--- config.mk ---
export PLATFORM = sky130hd
export DESIGN_NAME = pll_reset_seq
export DESIGN_NICKNAME = d
export VERILOG_FILES = /design/src/rtl/pll_reset_pkg.sv /design/src/rtl/sync_ff.sv /design/src/rtl/pll_reset_seq.sv
export SDC_FILE = /design/constraint.sdc
export NUM_CORES = 1
export LEC_CHECK = 0
export ABC_AREA = 1
export BUFFER_PORTS_ARGS = -buffer_cell sky130_fd_sc_hd__buf_2
export CAP_MARGIN = 20
export CORE_MARGIN = 4
export CORE_UTILIZATION = 55
export DETAILED_ROUTE_END_ITERATION = 16
export MAX_ROUTING_LAYER = met4
export PLACE_DENSITY_LB_ADDON = 0.05
export SKIP_CTS_REPAIR_TIMING = 1
export SLEW_MARGIN = 20
export SYNTH_ARGS = -nofsm -noshare
export SYNTH_HDL_FRONTEND = slang
export SYNTH_SLANG_ARGS = --single-unit
--- constraint.sdc ---
create_clock -name clk -period 1.6 [get_ports clk]
set_input_delay 0.24 -clock clk [delete_from_list [all_inputs] [get_ports clk]]
set_output_delay 0.24 -clock clk [all_outputs]
set_load 0.05 [all_outputs]
--- src/rtl/pll_reset_pkg.sv ---
// Shared types and constants for the PLL reset sequencer: FSM state encoding,
// lock-loss counter width and a saturating increment helper.
package pll_reset_pkg;

  localparam int LOST_CNT_W = 8;

  typedef enum logic [1:0] {
    WAIT_LOCK = 2'd0,
    STABLE    = 2'd1,
    RUN       = 2'd2
  } state_t;

  // Increment that sticks at all-ones instead of wrapping back to zero.
  function automatic logic [LOST_CNT_W-1:0] sat_inc(input logic [LOST_CNT_W-1:0] v);
    return (v == '1) ? v : v + 1'b1;
  endfunction

endpackage

--- src/rtl/sync_ff.sv ---
// Single-bit multi-flop synchroniser with synchronous active-high clear.
// Reusable for any slow level signal crossing into the clk domain.
module sync_ff #(
  parameter int SYNC_STAGES = 2
) (
  input  logic clk,
  input  logic rst,
  input  logic d,
  output logic q
);

  logic [SYNC_STAGES-1:0] chain;

  // NOTE: non-blocking assignments make every stage sample its neighbour's
  // pre-edge value, so the chain shifts by exactly one flop per clock.
  always_ff @(posedge clk) begin
    if (rst) begin
      chain <= '0;
    end else begin
      chain <= {chain[SYNC_STAGES-2:0], d};
    end
  end

  assign q = chain[SYNC_STAGES-1];

endmodule

--- src/rtl/pll_reset_seq.sv ---
// Holds the 48 MHz domain in reset until PLL lock has been stable for
// LOCK_CYCLES cycles, then generates the 12 MHz enable and counts lock losses.
module pll_reset_seq
  import pll_reset_pkg::*;
#(
  parameter int SYNC_STAGES = 2,
  parameter int LOCK_CYCLES = 4800,
  parameter int CE_DIV      = 4
) (
  input  logic                  clk,
  input  logic                  rst,
  input  logic                  locked,
  output logic                  sys_rst,
  output logic                  ready,
  output logic                  ce_12m,
  output logic [LOST_CNT_W-1:0] lost_cnt
);

  localparam int CNT_W = (LOCK_CYCLES > 1) ? $clog2(LOCK_CYCLES) : 1;
  localparam int DIV_W = $clog2(CE_DIV);

  localparam logic [CNT_W-1:0] CNT_LAST = CNT_W'(LOCK_CYCLES - 1);
  localparam logic [DIV_W-1:0] DIV_LAST = DIV_W'(CE_DIV - 1);

  logic             locked_s;
  state_t           state;
  state_t           state_next;
  logic [CNT_W-1:0] stab_cnt;
  logic [DIV_W-1:0] div_cnt;
  logic             stab_done;

  sync_ff #(
    .SYNC_STAGES (SYNC_STAGES)
  ) u_lock_sync (
    .clk (clk),
    .rst (rst),
    .d   (locked),
    .q   (locked_s)
  );

  assign stab_done = (stab_cnt == CNT_LAST);

  always_ff @(posedge clk) begin
    if (rst) begin
      state <= WAIT_LOCK;
    end else begin
      state <= state_next;
    end
  end

  // NOTE: state_next is defaulted before the case so every path assigns it
  // and no latch is inferred.
  always_comb begin
    state_next = state;
    case (state)
      WAIT_LOCK: begin
        if (locked_s) state_next = STABLE;
      end
      STABLE: begin
        if (!locked_s)     state_next = WAIT_LOCK;
        else if (stab_done) state_next = RUN;
      end
      RUN: begin
        if (!locked_s) state_next = WAIT_LOCK;
      end
      default: state_next = WAIT_LOCK;
    endcase
  end

  always_comb begin
    sys_rst = 1'b1;
    ready   = 1'b0;
    ce_12m  = 1'b0;
    if (state == RUN) begin
      sys_rst = 1'b0;
      ready   = 1'b1;
      ce_12m  = (div_cnt == '0);
    end
  end

  // Counts clean-lock cycles in STABLE; any other situation restarts the window.
  always_ff @(posedge clk) begin
    if (rst) begin
      stab_cnt <= '0;
    end else if (state == STABLE && locked_s && !stab_done) begin
      stab_cnt <= stab_cnt + 1'b1;
    end else begin
      stab_cnt <= '0;
    end
  end

  // Held at zero outside RUN so the first RUN cycle always carries a pulse.
  always_ff @(posedge clk) begin
    if (rst) begin
      div_cnt <= '0;
    end else if (state == RUN) begin
      div_cnt <= (div_cnt == DIV_LAST) ? '0 : div_cnt + 1'b1;
    end else begin
      div_cnt <= '0;
    end
  end

  // Only losses after release count; glitches during qualification do not.
  always_ff @(posedge clk) begin
    if (rst) begin
      lost_cnt <= '0;
    end else if (state == RUN && !locked_s) begin
      lost_cnt <= sat_inc(lost_cnt);
    end
  end

endmodule

Word-level counts from Yosys, hierarchy flattened
Cells that the tools add are included.
W data, S select, Z words.
- bits in registers: 27
- input port bits: 3
- output and inout port bits: 11
- logic and storage cells: 38
- add/subtract/negate cells: 3
- equality and inequality tests: 8
- multiplexer cells: 8
- bitwise operators: 3
- reductions and logical operators: 11
- operator list (cell ; number):
    $add A13 B1 Y13 const B ; 1
    $eq A13 B13 Y1 const B ; 1
    $add A8 B1 Y8 const B ; 1
    $eq A8 B8 Y1 const B ; 1
    $mux W2 ; 4
    $pmux W2 S3 ; 1
    $eq A2 B2 Y1 const B ; 2
    $logic_not A2 Y1 ; 2
    $logic_and A1 B1 Y1 ; 3
    $mux W1 ; 3
    $ne A3 B3 Y1 const B ; 1
    $not A1 Y1 ; 3
    $reduce_and A3 Y1 ; 1
    $reduce_or A3 Y1 ; 1
    $add A2 B1 Y2 const B ; 1
    $eq A2 B1 Y1 const B ; 1
    $logic_not A1 Y1 ; 2
    $ne A2 B1 Y1 const B ; 1
    $ne A2 B2 Y1 const B ; 1
    $reduce_and A2 Y1 ; 1
    $reduce_or A2 Y1 ; 1

Longest topological paths before layout
- depth after elaboration: 5
- mapped depth: 8
- depth with buffers taken out: 8

Cells and area by module
Synthesis repeated with hierarchy kept, for this count alone.
- cell total of the unflattened synthesis: 195
- area total of the unflattened synthesis: 1406.3 sq um
- modules (own cells, without submodules) (module ; instances ; cells an instance ; area an instance (sq um) ; seq. area each (sq um)):
    pll_reset_seq ; 1 ; 189 ; 1351.3 ; 500.5
    sync_ff ; 1 ; 6 ; 55.1 ; 40.0

Least setup slack after synthesis
OpenSTA, ideal clock, no wires.
- path kind: reg-to-reg
- from: register lost_cnt[0]
- to: register lost_cnt[7]
- library setup time: 0.114 ns
- arrival time: 1.539 ns
- slack: -0.053 ns
- cell stages (with the launch flop): 9
- buffers on the path: 0
- clock period less this slack: 1.653 ns
- path through: dfxtp_1 ha_1 nand2_2 nor2_4 nand2_4 nand2_4 nor2_1 nor2_1 nor2_1
- cells in the longest elaborated chain, start to end: 3
- elaborated cells on any way between the ends: 4
- those cells by class: add/sub: 1; eq/ne: 1; bitwise: 1; reduce/logical: 1
- ends and longest elaborated chain (element ; RTL line ; source):
    start, declared ; pll_reset_seq.sv:16 ; output logic [LOST_CNT_W-1:0] lost_cnt
    start signal, assigned ; pll_reset_seq.sv:108 ; lost_cnt <= sat_inc(lost_cnt);
    parallel branches: the longest is 3 deep, another holds $add A8 B1 Y8 ; -- ;
Several ways; the timed one is not identified.
A chain may end at the register's enable or synchronous reset.

Worst setup path after layout
- from: register state[1]
- to: output ready
- cells in the longest elaborated chain, start to end: 2
- ends and longest elaborated chain (element ; RTL line ; source):
    start, declared ; pll_reset_seq.sv:26 ; state_t state;
    start signal, assigned ; pll_reset_seq.sv:47 ; state <= state_next;
    $eq A2 B2 Y1 ; pll_reset_seq.sv:74 ; if (state == RUN) begin
    $mux W1 ; pll_reset_seq.sv:74 ;
    end, declared ; pll_reset_seq.sv:14 ; output logic ready,
Every way passes these cells.

==> key figures <==
Status
  – Status: complete, no violations

GRT
  – Vias in the first global route: 1064
  – Pin count of the biggest net entering global routing: 16
  – First-pass GRT wire length: 4533 um
  – Total Routing Usage GR: 17.28%
  – Global route overflow: 0
  – Initial antenna violation count: 0

Synth
  – Syn_nets: 193
  – Leading area contributor after synthesis: dfxtp_1
  – Mean Syn Cell Area: 7.494 um2
  – Mapped Area: 1394 um2
  – Post-synthesis sequential area ratio: 38.78%
  – Synth top area share: 38.78%
  – Unique masters post-synth: 24
  – Synthesis-stage register bit count: 27
  – Yosys warns: 0
  – Post-Synthesis Cells: between 150 and 200
  – Area contributors post-synth: dfxtp_1 (39%), nand2_1 (11%), inv_1 (7.0%)

Final layout
  – Area delta synth->final: 7.451%
  – Nets: 208
  – Most common cell after layout, fill and taps aside: nand2_1
  – Diodes inserted: 0
  – Post-layout instance area: 1498 um2
  – Share of layout cells above drive strength 1: 23.00%
  – Filler instances: ~200
  – Most frequent cells in the layout: nand2_1 (42), inv_1 (26), nor2_1 (25)

Clocking
  – Clk buf depth: 2
  – Clock latency on the worst-skew pair: ~0.33 ns
  – Root buf cell: clkbuf_4
  – CTS tree: done
  – CTS Sinks: 27
  – CTS Buf Count: 3
  – Reg clk slew, reported paths: 0.15 ns
  – H-tree lvl count: 1

Placed design
  – Placed inst area: roughly 1500 um2
  – Dpl hpwl: ~1800 um
  – Port Buffers: 13
  – RD Place Congestion: 0.8162

Power
  – Int Pwr: 0.0007748 W
  – Static Leak: between 0.5 and 0.6 nW
  – Peak supply drop: 490.5 uV
  – Clock network power share: 30.2%
  – Net Sw Power: 0.0002187 W
  – Power density cells: 663.3 nW/um2
  – Sw frac: between 20% and 30%
  – Combinational power share: 1.6%
  – Sequential power share: 68.2%

STA
  – Max Freq: 677.3 MHz
  – Final setup TNS: 0 ns
  – Clk_skew: 0.01569 ns
  – Rel. slew slack: between 70% and 80%
  – Worst-Margin Slew: 0.3374 ns
  – Slew Limit Fails: 0
  – Worst hold slack: 0.08479 ns
  – Final Hold Vio Count: 0
  – Setup violations, final: 0
  – Period utilisation layout: 92.28%
  – Tmin final: 1.477 ns

Critical path
  – Worst path max stage delay: 0.42 ns
  – Worst Path Arrival: 1.24 ns
  – Crit start category: register
  – CP max FO: 5
  – Buffers plus inverters on the worst setup path: 2
  – Crit Path Category: reg -> out
  – WP data required: 1.36 ns
  – Slowest stage cell, crit path: dfxtp_1
  – Critical path endpoint category: output port
  – Family with the most delay on the worst path: flip-flops
  – Cell Chain, Critical Path: nand2_2 -> inv_1 -> buf_2

Detailed routing
  – Drt first pass iters: 4
  – Initial DRC count: 40
  – Final ANT Viol Nets: 0
  – Vias per cell: 5.092
  – DRT Wirelength: 2402 um
  – Wirelength per Cell: ~11 um
  – # DRC: 0
  – DR vias: 1161

Die
  – Die outline height: 58.34 um
  – CORE AREA: 2318 um2
  – Ports: 14
  – Starting Density: between 60 and 70%
  – Num rows: 17
  – Die area: 3404 um2
  – Die Wd: a little under 60 um

Worst hold path
  – Hold crit path type: in -> reg

Flow run
  – Max-Cap Viols: 0
cell type report:
type                            instances  area [um2]  area share (%)
Clock buffer                            3       22.52           1.504
Multi-Input combinational cell        129       713.2           47.62
Timing Repair Buffer                   13       71.32           4.762
Clock inverter                          1       5.005          0.3342
Inverter                               27       106.4           7.101
Tap cell                               28       35.03           2.339
Sequential cell                        27       544.3           36.34
path summary, 6_finish.rpt:
| check | slack [ns] | endpoint | depth (start not counted) | start |
|---|---|---|---|---|
| max reg2reg | 0.14 | state[0]$_SDFFE_PP0P_ | 6 | stab_cnt[0]$_SDFF_PP0_ |
| min | 0.08 | u_lock_sync.chain[0]$_SDFF_PP0_ | 3 | locked |
| max | 0.12 | ready | 3 | state[1]$_SDFFE_PP0P_ |
| min reg2reg | 0.42 | u_lock_sync.chain[1]$_SDFF_PP0_ | 2 | u_lock_sync.chain[0]$_SDFF_PP0_ |
cell families (layout without fill, tap and decap cells):
family	Yosys count	in the layout	synth area share, %
AO/OA/AOI/OAI	15	15	7.182
AND/OR/NAND/NOR	107	107	38.51
flip-flops	27	27	38.78
XOR/XNOR	3	3	1.885
adder cells (fa/ha/maj)	4	4	3.591
buffers and inverters	30	44	10.05
worst reg2reg max path, stage by stage (launching register included):
cell and delay [ns]:
dfxtp_1 0.37, ha_1 0.21, nand3_2 0.14, nor2_4 0.14, nand3_2 0.08, nand2_2 0.28
o31ai_1 0.13
registers in the layout, summed over array words and instances (netlist names):
name	count
u_lock_sync.chain	2
stab_cnt	13
state	2
div_cnt	2
lost_cnt	8
through the flow:
stage,power (W),instances,worst slack [ns],util (%)
global placement,0.0007079,224,0.2077,63.09
floorplan,0.0007061,186,0.03723,-
finish,0.0009935,228,0.1235,64.60
global route,0.001045,228,-0.0001531,64.60
CTS,0.001010,228,0.06408,64.27
detailed placement,0.0007084,224,0.1416,63.09
power groups by stage:
| stage | logic, W | clock network (W) | registers (W) |
|---|---|---|---|
| finish | 0.0000158 | 0.000300 | 0.000678 |
| global route | 0.0000184 | 0.000348 | 0.000679 |
| CTS | 0.0000162 | 0.000316 | 0.000678 |
| detailed placement | 0.0000162 | 0 | 0.000692 |
| global placement | 0.0000157 | 0 | 0.000692 |
| floorplan | 0.0000142 | 0 | 0.000692 |
layer usage:
metal,track usage (%),up-vias,share of wire [%]
met5,-,-,0
met4,6.954,0,1.3
met3,2.632,4,4.7
met2,26.79,24,44
met1,22.46,521,50
li1,-,612,-
synth_stat cells:
cell type	number
a21oi_1	6
nand2_2	4
nand3_1	9
o21ai_0	2
dfxtp_1	27
nor3_1	3
nand3_2	3
ha_1	4
or2_0	1
nor2_1	25
nor3_2	3
inv_6	1
a21oi_2	6
or2_2	2
nand2_4	2
o31ai_1	1
inv_1	26
nor2_4	3
nor2_2	2
nand3b_1	2
xor2_1	3
nand2_1	42
buf_6	3
nand4_1	6
(Power assumes the default switching activity.)
